[config.mk]
export PLATFORM = sky130hd
export DESIGN_NAME = ap_ctrl_start_ready_sequencer
export DESIGN_NICKNAME = d
export VERILOG_FILES = /design/src/rtl/ap_ctrl_start_ready_sequencer.sv
export SDC_FILE = /design/constraint.sdc
export NUM_CORES = 1
export LEC_CHECK = 0
export CORE_UTILIZATION = 45
export DETAILED_ROUTE_END_ITERATION = 7
export PLACE_DENSITY_LB_ADDON = 0.1
export SLEW_MARGIN = 20
export SYNTH_ARGS = -nofsm -noshare
export SYNTH_HDL_FRONTEND = slang
export SYNTH_SLANG_ARGS = --single-unit
[constraint.sdc]
create_clock -name clk -period 2.9 [get_ports clk]
set_clock_uncertainty 0.05 [all_clocks]
set_input_delay 0.87 -clock clk [delete_from_list [all_inputs] [get_ports clk]]
set_output_delay 0.87 -clock clk [all_outputs]
set_load 0.005 [all_outputs]
[src/rtl/ap_ctrl_start_ready_sequencer.sv]
// ap_ctrl start/ready/done sequencer.
// Turns the host's level-held ap_start into single-cycle start tokens for a
// relay-station pipeline. It reflects the kernel's ready/done returns back to
// the host as one-cycle pulses and bounds the number of in-flight invocations.
// After reset it stays silent for a grace period so the relay stages can flush.
module ap_ctrl_start_ready_sequencer #(
  parameter int LEVEL        = 10,
  parameter int GRACE_PERIOD = 2 * LEVEL,
  parameter int MAX_INFLIGHT = 4,
  parameter int CNT_W        = 8
) (
  input  logic             clk,
  input  logic             reset,
  input  logic             host_ap_start,
  output logic             host_ap_ready,
  output logic             host_ap_done,
  output logic             host_ap_idle,
  output logic             pp_start_token,
  input  logic             pp_ready_ret,
  input  logic             pp_done_ret,
  output logic [CNT_W-1:0] inflight_cnt,
  output logic             proto_err
);

  typedef enum logic [1:0] {
    ST_GRACE,
    ST_IDLE,
    ST_WAIT_READY
  } state_t;

  localparam logic [CNT_W-1:0] MAX_CNT = CNT_W'(MAX_INFLIGHT);

  state_t           state;
  logic [CNT_W-1:0] grace_cnt;
  logic             grace_done;
  logic             cnt_inc;
  logic             cnt_dec;

  // Grace ends on the cycle the counter reaches GRACE_PERIOD-1.
  // A zero period ends at the first edge after reset is released.
  assign grace_done = (GRACE_PERIOD == 0) || (grace_cnt == CNT_W'(GRACE_PERIOD - 1));

  // Return pulses that affect the in-flight count. Returns that arrive
  // during grace are stale pipeline contents, so they are not counted.
  assign cnt_inc = (state == ST_WAIT_READY) && pp_ready_ret;
  assign cnt_dec = (state != ST_GRACE) && pp_done_ret;

  // Handshake FSM, in-flight counter and all registered outputs.
  // NOTE: sequential state uses non-blocking (<=) assignments only. Every
  // register then samples its pre-edge value, whatever the statement order.
  always_ff @(posedge clk or negedge reset) begin
    if (!reset) begin
      // NOTE: every register here is reset asynchronously. A reset in the
      // middle of a transaction must silence all outputs immediately.
      state          <= ST_GRACE;
      grace_cnt      <= '0;
      inflight_cnt   <= '0;
      proto_err      <= 1'b0;
      pp_start_token <= 1'b0;
      host_ap_ready  <= 1'b0;
      host_ap_done   <= 1'b0;
      host_ap_idle   <= 1'b0;
    end else begin
      pp_start_token <= 1'b0;
      host_ap_ready  <= 1'b0;
      host_ap_done   <= 1'b0;
      host_ap_idle   <= (state == ST_IDLE) && (inflight_cnt == '0) && !host_ap_start;

      case (state)
        ST_GRACE: begin
          grace_cnt <= grace_cnt + 1'b1;
          if (grace_done) state <= ST_IDLE;
        end
        ST_IDLE: begin
          if (pp_ready_ret) proto_err <= 1'b1;
          if (host_ap_start && (inflight_cnt < MAX_CNT)) begin
            pp_start_token <= 1'b1;
            state          <= ST_WAIT_READY;
          end
        end
        ST_WAIT_READY: begin
          if (pp_ready_ret) begin
            host_ap_ready <= 1'b1;
            state         <= ST_IDLE;
          end
        end
        default: state <= ST_GRACE;
      endcase

      // A done with nothing in flight and no ready beside it is a protocol
      // error. It produces no host pulse.
      if (cnt_dec) begin
        if (!cnt_inc && (inflight_cnt == '0)) proto_err    <= 1'b1;
        else                                  host_ap_done <= 1'b1;
      end

      // A ready and a done in the same cycle cancel out. The count
      // saturates at both ends.
      if (cnt_inc && !cnt_dec && (inflight_cnt < MAX_CNT))
        inflight_cnt <= inflight_cnt + 1'b1;
      else if (cnt_dec && !cnt_inc && (inflight_cnt != '0))
        inflight_cnt <= inflight_cnt - 1'b1;
    end
  end

endmodule

==> results.json <==
{
  "final_area_sq_mm": 0.00190,
  "pre_cts_ws_ps": -668,
  "hold_viol_final": 0,
  "post-route-period-util_pct": 101,
  "clkPwrFrac_pct": 7.7,
  "crit_buf_inv": 2,
  "drt_iter0_drc": 32,
  "drive_above_1_share_pct": 35.7,
  "ys_top_cells_by_count": "23 x dfrtp_1, 8 x nand2_1, 7 x ha_1, 6 x xnor2_1",
  "maxSlewViolCount": 0,
  "gr-total-overflow": 0,
  "syn_inst": 121,
  "numPortBuffers": 17,
  "status": "finished, violations left",
  "ys_seq_area_share_pct": 42.6,
  "tightestPinTransition_ps": 458,
  "synth_top_area_share_pct": 42.6,
  "min_to": "proto_err",
  "max_freq_mhz": 342,
  "startpoint_type": "flop",
  "path_max_fanout": 5,
  "dieHeight_um": 56.8,
  "routed_via_density": 5.67,
  "area_delta_synth_final_pct": 40.7,
  "fill_cells": 229,
  "clkTransAtPathRegs_ps": 120,
  "start_util_pct": 48.1,
  "n_antenna_cell": 0,
  "drv_cap": 0,
  "synthDistinctLibCells": 46,
  "fp.coreArea_sq_mm": 0.00281,
  "cpMaxStageDelayCell": "or4_4",
  "num_rows": 19,
  "cts_tree": "yes",
  "rsz0062_at_grt": "true",
  "worstRegToRegCells": 9,
  "first_global_vias": 1119,
  "synth_nets": 134,
  "reg2reg_setup_slack_ps": -20,
  "yosysWarningCount": 0,
  "grt.total_usage_pct": 20.4,
  "grt_pass1_wl_mm": 5.18,
  "required_ps": 3060,
  "dr.pass1.iters": 6,
  "vias": 1146,
  "period_minus_slack_ps": 2920,
  "clockRootBuffer": "clkbuf_4",
  "hp-start": "proto_err",
  "cpPeakStageDelay_ps": 550,
  "violations": "DRC, setup timing",
  "dpl.hpwl_mm": 2.15,
  "ant_nets": 0,
  "ys_ff_latch": 23,
  "maxSlewHeadroom_pct": 69.5,
  "crit_chain": "or4_4, or4_4, buf_4, ha_2, buf_4, nor3_4, o31ai_2, a2111o_1, o211a_1",
  "arrival_ps": 3080,
  "p_int_w": 0.00119,
  "grt_max_degree": 24,
  "synth.area.top_cells": "dfrtp_1 43%, ha_1 6.5%, mux2_4 5.6%, xnor2_1 3.9%, xor2_1 2.6%",
  "r2r-end": "inflight_cnt[7]",
  "critPathTopFamily": "simple AND/OR/NAND/NOR gates",
  "power_frac_seq_pct": 28.7,
  "setup_viol": 2,
  "syn_avg_cell_area_sq_um": 11.2,
  "critical_path_class": "flop to flop",
  "die-area_sq_mm": 0.00322,
  "clk_latency_ps": 310,
  "htreeDepth": 1,
  "max-vdd-ir-drop_uv": 554,
  "synth-edff-count": 0,
  "finalSetupTns_ps": -21.4,
  "antenna_found_initial": 0,
  "synth_top_cell_by_area": "dfrtp_1",
  "final_net_count": 185,
  "powerDensity_mw_per_mm2": 1010,
  "end_kind": "flop",
  "fin_util_pct": 67.7,
  "leakagePower_nw": 0.830,
  "p_sw_w": 0.000731,
  "synth-async-reset-ratio_pct": 100,
  "worst_hold_slack_ps": 431,
  "reg2reg_from": "inflight_cnt[4]",
  "seq_area_sq_um": 576,
  "wire_per_inst_um": 15.4,
  "routabilityCongestion": 0.813,
  "fin_ws_ps": -20.6,
  "switching_share_pct": 38.0,
  "die_x_um": 56.8,
  "hold_class": "flop to flop",
  "routed_wl_mm": 3.12,
  "clock_sinks": 23,
  "cts_buffers": 3,
  "yosys_most_used_dff": "dfrtp_1",
  "io_pins": 18,
  "combinationalPowerShare_pct": 63.6,
  "postPlaceCellArea_sq_mm": 0.00173,
  "multi_input_area_sq_um": 836,
  "worstHoldPathCells": 1,
  "synth.cell_area_sq_mm": 0.00135,
  "drcViolationCount": 5,
  "synth_most_common_cell": "dfrtp_1",
  "cts_buffer_depth": 2
}
==> kinds of logic (layout without fill, tap and decap cells) <==
family | after synthesis | in the layout | synth area share, %
flops | 23 | 23 | 42.6
mux | 7 | 7 | 7.14
compound gates | 29 | 29 | 15.7
simple gates | 37 | 37 | 17.6
fa+ha+maj | 8 | 8 | 7.97
buf+inv | 7 | 57 | 2.50
xor+xnor | 10 | 10 | 6.49
==> per-stage QoR <==
step                      total power, W  cells
after floorplan                  0.00115    121
after global placement           0.00156    192
after detailed placement         0.00160    192
after CTS                        0.00181    200
after global routing             0.00207    202
final                            0.00192    202
==> placed cells by master (no fill, tap or decap), drive strengths merged, types with 2 or more instances in the layout <==
| cell type | n |
|---|---|
| nor2b | 2 |
| ha | 7 |
| xor2 | 4 |
| a21o | 2 |
| or4 | 2 |
| nand2b | 2 |
| or2 | 2 |
| dlygate4sd2 | 2 |
| mux2 | 6 |
| a211oi | 2 |
| o21a | 2 |
| clkdlybuf4s50 | 15 |
| nand3 | 2 |
| nand4 | 2 |
| a211o | 2 |
| nor2 | 5 |
| o21bai | 2 |
| nor4bb | 2 |
| xnor2 | 6 |
| a21oi | 4 |
| dfrtp | 23 |
| inv | 5 |
| o31ai | 2 |
| o21ai | 5 |
| nand2 | 8 |
| nor4 | 3 |
| nand3b | 2 |
| clkbuf | 4 |
| buf | 31 |
==> worst max path at each step <==
stage                         start  depth (start not counted)         endpoint
global placement       pp_ready_ret                          8  inflight_cnt[6]
global route        inflight_cnt[4]                          7  inflight_cnt[6]
CTS                 inflight_cnt[4]                          9  inflight_cnt[7]
detailed placement     pp_ready_ret                          8  inflight_cnt[6]
floorplan              pp_ready_ret                          7  inflight_cnt[6]
finish              inflight_cnt[4]                          9  inflight_cnt[7]
==> cell type report <==
type	instances	area share, %
Multi-Input combinational cell	91	44.0
Timing Repair Buffer	48	21.3
Sequential cell	23	30.3
Clock buffer	4	1.38
Tap cell	31	2.04
Inverter	5	0.988
==> flip-flops by register name, summed over array words and instances (netlist names) <==
signal / cells
host_ap_ready: 1
inflight_cnt: 8
proto_err: 1
grace_cnt: 8
pp_start_token: 1
host_ap_done: 1
state: 2
host_ap_idle: 1
==> metal layers <==
metal	track usage [%]	wire (um)
met1	27.6	1370
met2	35.0	1580
met3	1.38	104
met4	6.27	65
met5	0	0
==> power by group through the flow <==
stage | Clock [W] | Sequential [W] | Combinational [W]
2_1_floorplan | 0 | 0.000547 | 0.000600
3_5_place_dp | 0 | 0.000550 | 0.00105
6_report | 0.000148 | 0.000552 | 0.00122
4_1_cts | 0.000149 | 0.000551 | 0.00111
3_3_place_gp | 0 | 0.000548 | 0.00102
5_1_grt | 0.000160 | 0.000572 | 0.00134
==> worst reg2reg max path, delay by kind of cell, from the launching register on <==
| family | cells | cell delay (ps) |
|---|---|---|
| buf+inv | 2 | 340 |
| fa+ha+maj | 1 | 180 |
| compound gates | 3 | 580 |
| simple gates | 3 | 1280 |
| flops | 1 | 400 |
==> timing repair <==
action | in CTS | in global routing
pin swaps | 6 | 5
hold buffers | 0 | 0
setup buffers | 4 | 2
setup endpoints to repair | 5 | 4
resized for setup | 13 | 8
Note: power is estimated with default switching activity, not from simulation.
